==> src/rtl/shift_mix_round.sv <==
// One encryption round after SubBytes: ShiftRows, optional MixColumns, AddRoundKey.
// Two-stage valid/ready pipeline with full throughput and stall propagation.
`timescale 1ns/1ps

module shift_mix_round (
    input  logic         clk,
    input  logic         rst_n,
    input  logic         in_valid,
    output logic         in_ready,
    input  logic [0:127] s_state,
    input  logic [0:127] round_key,
    input  logic         final_round,
    output logic         out_valid,
    input  logic         out_ready,
    output logic [0:127] round_state,
    output logic [1:0]   occupancy
);

    // Source byte index for each output byte of the forward row rotation.
    localparam int SHIFT_SRC [16] = '{0, 5, 10, 15, 4, 9, 14, 3, 8, 13, 2, 7, 12, 1, 6, 11};

    function automatic logic [7:0] xtime(input logic [7:0] b);
        return {b[6:0], 1'b0} ^ (b[7] ? 8'h1b : 8'h00);
    endfunction

    function automatic logic [0:127] shift_rows(input logic [0:127] s);
        logic [0:127] r;
        r = '0;
        for (int k = 0; k < 16; k++) begin
            r[8*k +: 8] = s[8*SHIFT_SRC[k] +: 8];
        end
        return r;
    endfunction

    function automatic logic [0:127] mix_columns(input logic [0:127] s);
        logic [0:127] r;
        logic [7:0]   a0, a1, a2, a3;
        r = '0;
        for (int c = 0; c < 4; c++) begin
            a0 = s[32*c      +: 8];
            a1 = s[32*c + 8  +: 8];
            a2 = s[32*c + 16 +: 8];
            a3 = s[32*c + 24 +: 8];
            r[32*c      +: 8] = xtime(a0) ^ xtime(a1) ^ a1 ^ a2 ^ a3;
            r[32*c + 8  +: 8] = a0 ^ xtime(a1) ^ xtime(a2) ^ a2 ^ a3;
            r[32*c + 16 +: 8] = a0 ^ a1 ^ xtime(a2) ^ xtime(a3) ^ a3;
            r[32*c + 24 +: 8] = xtime(a0) ^ a0 ^ a1 ^ a2 ^ xtime(a3);
        end
        return r;
    endfunction

    logic         s1_valid;
    logic [0:127] s1_data;
    logic [0:127] s1_key;
    logic [0:127] s1_next;
    logic         s2_load;
    logic         s1_load;

    // A stage may advance when its successor is empty or is itself draining.
    assign s2_load   = !out_valid || out_ready;
    assign s1_load   = !s1_valid || s2_load;
    assign in_ready  = s1_load;
    assign occupancy = 2'(s1_valid) + 2'(out_valid);

    // NOTE: every variable assigned in always_comb gets a default first so no latch is inferred.
    always_comb begin
        s1_next = shift_rows(s_state);
        if (!final_round) begin
            s1_next = mix_columns(s1_next);
        end
    end

    // NOTE: sequential state uses non-blocking assignments so both stages shift from pre-edge values.
    // NOTE: the data/key registers are reset too, so the pipeline contents are known right after reset.
    always_ff @(posedge clk or negedge rst_n) begin
        if (!rst_n) begin
            s1_valid    <= 1'b0;
            s1_data     <= '0;
            s1_key      <= '0;
            out_valid   <= 1'b0;
            round_state <= '0;
        end else begin
            if (s1_load) begin
                s1_valid <= in_valid;
                if (in_valid) begin
                    s1_data <= s1_next;
                    s1_key  <= round_key;
                end
            end
            if (s2_load) begin
                out_valid <= s1_valid;
                if (s1_valid) begin
                    round_state <= s1_data ^ s1_key;
                end
            end
        end
    end

endmodule
==> config.mk <==
export PLATFORM = sky130hd
export DESIGN_NAME = shift_mix_round
export DESIGN_NICKNAME = d
export VERILOG_FILES = /design/src/rtl/shift_mix_round.sv
export SDC_FILE = /design/constraint.sdc
export NUM_CORES = 1
export LEC_CHECK = 0
export ABC_AREA = 1
export BUFFER_PORTS_ARGS = -buffer_cell sky130_fd_sc_hd__buf_2
export CORE_MARGIN = 3
export CORE_UTILIZATION = 40
export CTS_BUF_LIST = sky130_fd_sc_hd__clkbuf_2
export CTS_CLUSTER_SIZE = 16
export DETAILED_ROUTE_END_ITERATION = 10
export SLEW_MARGIN = 10
export SYNTH_ARGS = -nofsm -noshare
export SYNTH_HDL_FRONTEND = slang
export SYNTH_SLANG_ARGS = --single-unit
==> constraint.sdc <==
create_clock -name clk -period 1.4 [get_ports clk]
set_input_delay 0.28 -clock clk [delete_from_list [all_inputs] [get_ports clk]]
set_output_delay 0.28 -clock clk [all_outputs]
set_load 0.05 [all_outputs]
==> impl_metrics.csv, run 1 <==
group,metric,value,unit
sta,slew_headroom,0.645,
power_and_ir_drop,clock_power_share,0.177,
clock_network,htree_num_levels,3,
yosys,ys.flop_type,"dfrtp_1",
yosys,synth-edff-count,0,
yosys,synth_nets,3523,
yosys,synth_seq_cells,386,
route,avgRoutedWirePerCell,18.2,um
die,die_area,61200,um^2
setup_path,end_kind,"output port",
cells_and_area,drive_above_1_share,0.278,
power_and_ir_drop,p_per_area,1310,nW/um^2
sta,worst_hold_slack,82.2,ps
sta,slew_viol_final,0,
place,gp_congestion,0.893,
sta,rsz0062_at_grt,"true",
setup_path,worstPathRequired,1120,ps
sta,finalCritPeriodShare,1.76,
route,drtIter0Drc,2079,
sta,period_minus_slack,2460,ps
global_route,grt_max_degree,71,
clock_network,cts_tree,"yes",
setup_path,arrival,2180,ps
cells_and_area,final_common_cell,"nand2_1",
die,placementRows,87,
die,fp.coreArea,57000,um^2
die,die_h,247,um
clock_network,cts_made_buffers,103,
run_status,violations,"negative setup slack",
route,drt-pass1-iter-count,6,
worst_hold_path,hold_path_class,"input port to register",
die,io_pins,393,
global_route,track_usage,0.278,
yosys,yosysWarnings,0,
route,drc_errors,0,
global_route,grt_pass1_vias,25900,
flow_run,max_cap_viol_count,0,
clock_network,clockBufferDepth,3,
yosys,ys_async_sr_fraction,1.00,
setup_path,crit_type,"register to output port",
sta,max_clock_freq,406,MHz
power_and_ir_drop,p_switching,21500,uW
die,start_util,0.408,
run_status,status,"finished, violations left",
setup_path,r2r_setup_slack,-630,ps
die,die_w,247,um
place,portBuffers,392,
global_route,grt_pass1_wl,136000,um
clock_network,path_clk_slew,110,ps
route,routed_wl,97400,um
cells_and_area,finalNetCount,4754,
power_and_ir_drop,power_frac_seq,0.335,
power_and_ir_drop,pwr-share-comb,0.488,
setup_path,crit_fanout,2,
sta,finalWorstSetupSlack,-1060,ps
global_route,antenna_found_initial,17,
power_and_ir_drop,p_int,28000,uW
power_and_ir_drop,swShare,0.434,
route,via_per_inst,5.04,
setup_path,start_kind,"register",
route,antenna_left,0,
yosys,synth_cell_types,20,
power_and_ir_drop,irDropWorstVdd,1150,uV
yosys,seq_area_frac_synth,0.415,
sta,worst_slew_pin_slew,533,ps
clock_network,cts.sinks,386,
global_route,grt.overflow.total,0,
power_and_ir_drop,p_leak,0.0195,uW
cells_and_area,utilization,0.661,
clock_network,insertion_delay,1160,ps
place,hpwl,53800,um
sta,skew,116,ps
sta,hold_viol,0,
route,vias,26900,
yosys,synth.cell_area,23300,um^2
clock_network,root_buffer,"clkbuf_2",
sta,setup_viol,517,
yosys,synth_area_per_cell,7.14,um^2
cells_and_area,syn_to_final_growth,61.9,%
cells_and_area,layout_common_cells,"1447 x nand2_1, 440 x dlygate4sd3_1, 381 x dfrtp_1, 274 x buf_4, 258 x buf_2",
yosys,synth_cells,3261,
==> power groups by stage <==
stage                     registers, uW  logic [uW]  clock network, uW
after floorplan                   20700        6390                  0
final                             16600       24100               8770
after detailed placement          15900       16200                  0
after CTS                         16000       20600               8720
after global routing              16800       25600               9490
after global placement            15900       16100                  0
==> registers in the layout (all words and copies together) (netlist names) <==
signal       flops
s1_valid         1
s1_data        128
s1_key         128
round_state    128
out_valid        1
==> synth_stat cells, types with 4 or more instances <==
cell type	instances	area [um^2]
a21oi_1	268	1340
o21ai_0	28	140
inv_1	220	826
mux2_2	128	1440
nor2_1	191	717
xnor2_1	149	1310
nand3b_1	27	203
buf_4	14	105
nand2_1	1461	5480
buf_2	82	410
xor2_1	40	350
clkinv_1	4	15.0
clkbuf_1	27	101
nand3_1	231	1160
dfrtp_1	386	9660
==> cell families (layout without fill, tap and decap cells) <==
group,after synthesis,count (layout),synth area share
fa+ha+maj,1,1,0.000537
compound gates,296,296,0.0636
other cells,0,18,0
flops,386,386,0.415
simple gates,1912,1912,0.325
mux,128,128,0.0619
xor+xnor,189,189,0.0711
buf+inv,349,1655,0.0630
==> worst paths after layout <==
kind,startpoint,endpoint,cells after the start
setup / recovery,s1_valid$_DFFE_PN0P_,occupancy[0],3
setup reg to reg,out_valid$_DFFE_PN0P_,round_state[68]$_DFFE_PN0P_,8
min in group asynchronous,rst_n,round_state[54]$_DFFE_PN0P_,4
hold reg to reg,s1_data[80]$_DFFE_PN0P_,s1_data[80]$_DFFE_PN0P_,2
hold / removal,s_state[64],s1_data[67]$_DFFE_PN0P_,11
max in group asynchronous,rst_n,s1_data[28]$_DFFE_PN0P_,5
==> routing by layer <==
metal,part of all wire,GRT usage
met2,0.48,0.468
met3,0.080,0.0544
met1,0.40,0.359
met4,0.036,0.0932
met5,0.00034,0
==> stage by stage <==
stage | TNS, ps | instance area (um^2) | power [uW] | cells | worst slack [ps]
global placement | -19750 | 27900 | 31900 | 4532 | -214
floorplan | -63660 | 23400 | 27000 | 3261 | -302
global route | -274960 | 37700 | 51800 | 5339 | -1210
detailed placement | -23800 | 27900 | 32100 | 4532 | -218
CTS | -220580 | 35500 | 45300 | 5226 | -1130
finish | -237850 | 37700 | 49500 | 5341 | -1060
==> timing repair <==
action                     in CTS  in global routing
gates resized for setup       379                294
hold endpoints to repair      701                 29
setup buffers                  57                 76
hold buffers                  437                 11
gates cloned                   21                 29
setup endpoints to repair     463                517
pin swaps                      11                 29
==> cell type report <==
class,count,area (um^2)
timing repair buffer,1251,12000
fill,4446,19300
antenna,18,45.0
clock buffer,147,736
multi-input combinational,2526,13300
tap,756,946
sequential,386,9670
inverter,224,843
clock inverter,33,219
==> critical path: stages (launching register included) <==
cell and delay, ps:
dfrtp_1 430, buf_6 150, ha_4 280, buf_8 150
(Power assumes the default switching activity.)
==> run 2, diff against run 1 <==
--- a/config.mk
+++ b/config.mk
@@ -5,13 +5,13 @@
 export SDC_FILE = /design/constraint.sdc
 export NUM_CORES = 1
 export LEC_CHECK = 0
-export ABC_AREA = 1
 export BUFFER_PORTS_ARGS = -buffer_cell sky130_fd_sc_hd__buf_2
 export CORE_MARGIN = 3
 export CORE_UTILIZATION = 40
 export CTS_BUF_LIST = sky130_fd_sc_hd__clkbuf_2
 export CTS_CLUSTER_SIZE = 16
 export DETAILED_ROUTE_END_ITERATION = 10
+export SETUP_SLACK_MARGIN = 0.5
 export SLEW_MARGIN = 10
 export SYNTH_ARGS = -nofsm -noshare
 export SYNTH_HDL_FRONTEND = slang
==> run 2 against run 1 <==
Against the previous run: cell count is 24% lower; clock-buffer cell count is 1 higher; total power is 7.3% lower; critical path depth is 9 higher; the run still ends with negative setup slack left; sequential cell count stayed put; die area is 13% lower; maximum frequency is 2.4% higher; clock power is 2% lower; utilization is 5.8 points higher; largest power group unchanged; combinational power is 12% lower.
==> impl_metrics.csv, run 2 <==
group,metric,value,unit
flow_run,max_cap_viol_count,0,
cells_and_area,final_common_cell,"dlygate4sd3_1",
setup_path,crit_type,"register to register",
sta,slew_viol_final,0,
yosys,synth_top_area_cell,"dfrtp_1",
sta,hold_viol,0,
cells_and_area,syn_to_final_growth,76.3,%
power_and_ir_drop,p_leak,0.0162,uW
die,die_area,53000,um^2
yosys,seq_area_frac_synth,0.481,
die,fp.coreArea,49300,um^2
yosys,synth_cell_types,24,
global_route,grt_pass1_vias,22400,
route,drt-pass1-iter-count,5,
yosys,ys_async_sr_fraction,1.00,
worst_hold_path,min_from,"s_state[53]",
cells_and_area,drive_above_1_share,0.373,
place,gp_congestion,0.893,
sta,finalCritPeriodShare,1.72,
route,vias,22100,
power_and_ir_drop,pwr-share-comb,0.460,
yosys,synth_fa_ha_area_frac,0.000623,
sta,max_clock_freq,416,MHz
sta,rsz0062_at_grt,"true",
route,drc_errors,0,
die,die_h,230,um
global_route,antenna_found_initial,13,
route,routed_wl,94600,um
power_and_ir_drop,irDropWorstVdd,954,uV
sta,skew,50.0,ps
yosys,ys.flop_type,"dfrtp_1",
place,hpwl,44400,um
cells_and_area,finalNetCount,3576,
setup_path,reg2reg_depth,12,
yosys,ys_top_cells_by_count,"641 x nand2_1, 438 x xnor2_1, 386 x dfrtp_1",
die,die_w,230,um
place,placedCellCount,3223,
global_route,grt.overflow.total,0,
route,drtIter0Drc,2182,
sta,worst_slew_pin_slew,826,ps
power_and_ir_drop,p_int,26400,uW
global_route,grt_pass1_wl,127000,um
clock_network,root_buffer,"clkbuf_2",
place,portBuffers,392,
yosys,yosys.area_share.simple,0.154,
setup_path,crit_start,"out_valid$_DFFE_PN0P_",
yosys,synth_nets,2385,
setup_path,arrival,3400,ps
run_status,status,"finished, violations left",
yosys,synth_compound_area_frac,0.0798,
yosys,synth-edff-count,0,
global_route,grt_max_degree,74,
setup_path,reg2reg_from,"out_valid$_DFFE_PN0P_",
route,antenna_left,0,
setup_path,crit_fanout,19,
die,io_pins,393,
cells_and_area,layout_common_cells,"460 x dlygate4sd3_1, 438 x xnor2_1, 415 x nand2_1, 384 x dfrtp_1, 258 x buf_2",
cells_and_area,final_cells,4058,
setup_path,start_kind,"register",
route,via_per_inst,5.44,
power_and_ir_drop,power_frac_seq,0.352,
clock_network,path_clk_slew,200,ps
worst_hold_path,whs_path_depth,4,
yosys,synth_area_leaders,"dfrtp_1 48%, xnor2_1 19%, nand2_1 12%",
clock_network,insertion_delay,1100,ps
sta,slew_headroom,0.448,
yosys,synth.top_cell.area_share,0.481,
setup_path,worstPathRequired,2390,ps
worst_hold_path,hold_path_class,"input port to register",
clock_network,htree_num_levels,3,
sta,setup_viol,553,
route,avgRoutedWirePerCell,23.3,um
yosys,synth_xor_area_frac,0.252,
global_route,track_usage,0.305,
run_status,violations,"negative setup slack",
die,start_util,0.408,
power_and_ir_drop,p_switching,19400,uW
yosys,synth_area_per_cell,9.46,um^2
power_and_ir_drop,clock_power_share,0.188,
setup_path,timing.rr.end,"s1_data[49]$_DFFE_PN0P_",
yosys,synth_mux_area_frac,0.000498,
power_and_ir_drop,swShare,0.424,
yosys,synth_cells,2123,
yosys,yosysWarnings,0,
sta,period_minus_slack,2400,ps
clock_network,cts.sinks,386,
power_and_ir_drop,p_per_area,1290,nW/um^2
power_and_ir_drop,power,45800,uW
yosys,yosysMostFrequentCell,"nand2_1",
yosys,synth_seq_cells,386,
yosys,synth_top_family_by_area,"XOR/XNOR gates",
setup_path,end_kind,"register",
cells_and_area,largestRegisters,"round_state: 128 flops, s1_data: 128 flops, s1_key: 128 flops",
clock_network,cts_tree,"yes",
yosys,synth.cell_area,20100,um^2
setup_path,r2r_setup_slack,-1000,ps
worst_hold_path,whs_endpoint,"s1_data[117]$_DFFE_PN0P_",
die,placementRows,81,
clock_network,clockBufferDepth,3,
clock_network,cts_made_buffers,103,
sta,finalWorstSetupSlack,-1000,ps
run 2: cells by family (layout without fill, tap and decap cells):
group / Yosys count / count (layout)
DFF: 386 / 386
muxes: 1 / 1
adders and majority gates: 1 / 1
and+or+nand+nor: 775 / 779
buffers and inverters: 141 / 1391
xor gates and xnor gates: 563 / 563
other: 0 / 17
AOI/OAI and AO/OA: 256 / 256
run 2: what timing repair did:
item                                    4_1_cts  5_1_grt
gates cloned                                 45       30
hold buffers                                460        0
resized for setup                           343      447
buffers inserted                             55       60
endpoints found under the setup margin      516      903
pin swaps                                    45      242
endpoints found under the hold margin       772        0
run 2: worst max-delay path by stage:
stage,to,slack [ps]
2_1_floorplan,s1_data[12]$_DFFE_PN0P_,-320
3_3_place_gp,s1_data[76]$_DFFE_PN0P_,-130
3_5_place_dp,s1_data[64]$_DFFE_PN0P_,-110
4_1_cts,occupancy[0],-1110
5_1_grt,occupancy[0],-1150
6_report,s1_data[49]$_DFFE_PN0P_,-1000
run 2: power groups by stage:
stage	logic, uW	registers [uW]	clock network [uW]
global route	22100	16200	9340
CTS	18500	15800	8430
floorplan	6200	19500	0
finish	21100	16100	8620
detailed placement	14500	15700	0
global placement	14400	15700	0
run 2: metrics by stage:
stage               utilization  setup TNS (ps)  hold WS (ps)  setup WS (ps)  cell area (um^2)
global placement          0.492           -1910           114           -128             24200
floorplan                     -          -70030         -15.6           -325             20500
global route              0.719         -337750          5.98          -1150             35400
CTS                       0.662         -201770         -41.8          -1110             32600
finish                    0.719         -281500          96.5          -1000             35400
detailed placement        0.492           -3810           110           -109             24200
run 2: cell type report:
type / count / area, um^2
fill: 3130 / 13800
timing repair buffer: 1223 / 12500
multi-input combinational: 1600 / 11400
sequential: 386 / 9660
tap: 664 / 831
clock buffer: 148 / 741
clock inverter: 20 / 159
antenna: 17 / 42.5
run 2: routing by layer:
| metal | part of all wire | track usage | vias to the layer above |
|---|---|---|---|
| met3 | 0.082 | 0.0696 | 545 |
| met1 | 0.36 | 0.361 | 10800 |
| li1 | - | - | 9341 |
| met2 | 0.49 | 0.515 | 1437 |
| met4 | 0.070 | 0.171 | 2 |
| met5 | 0.00011 | 0 | - |
run 2: critical path, cell delays in order (launching register included):
cell	delay, ps
dfrtp_2	450
buf_12	140
nand3b_4	80
buf_6	100
buf_6	80
buf_6	80
buf_6	80
buf_6	80
and2_4	200
nand2b_4	140
buf_6	150
buf_12	150
o211ai_1	550
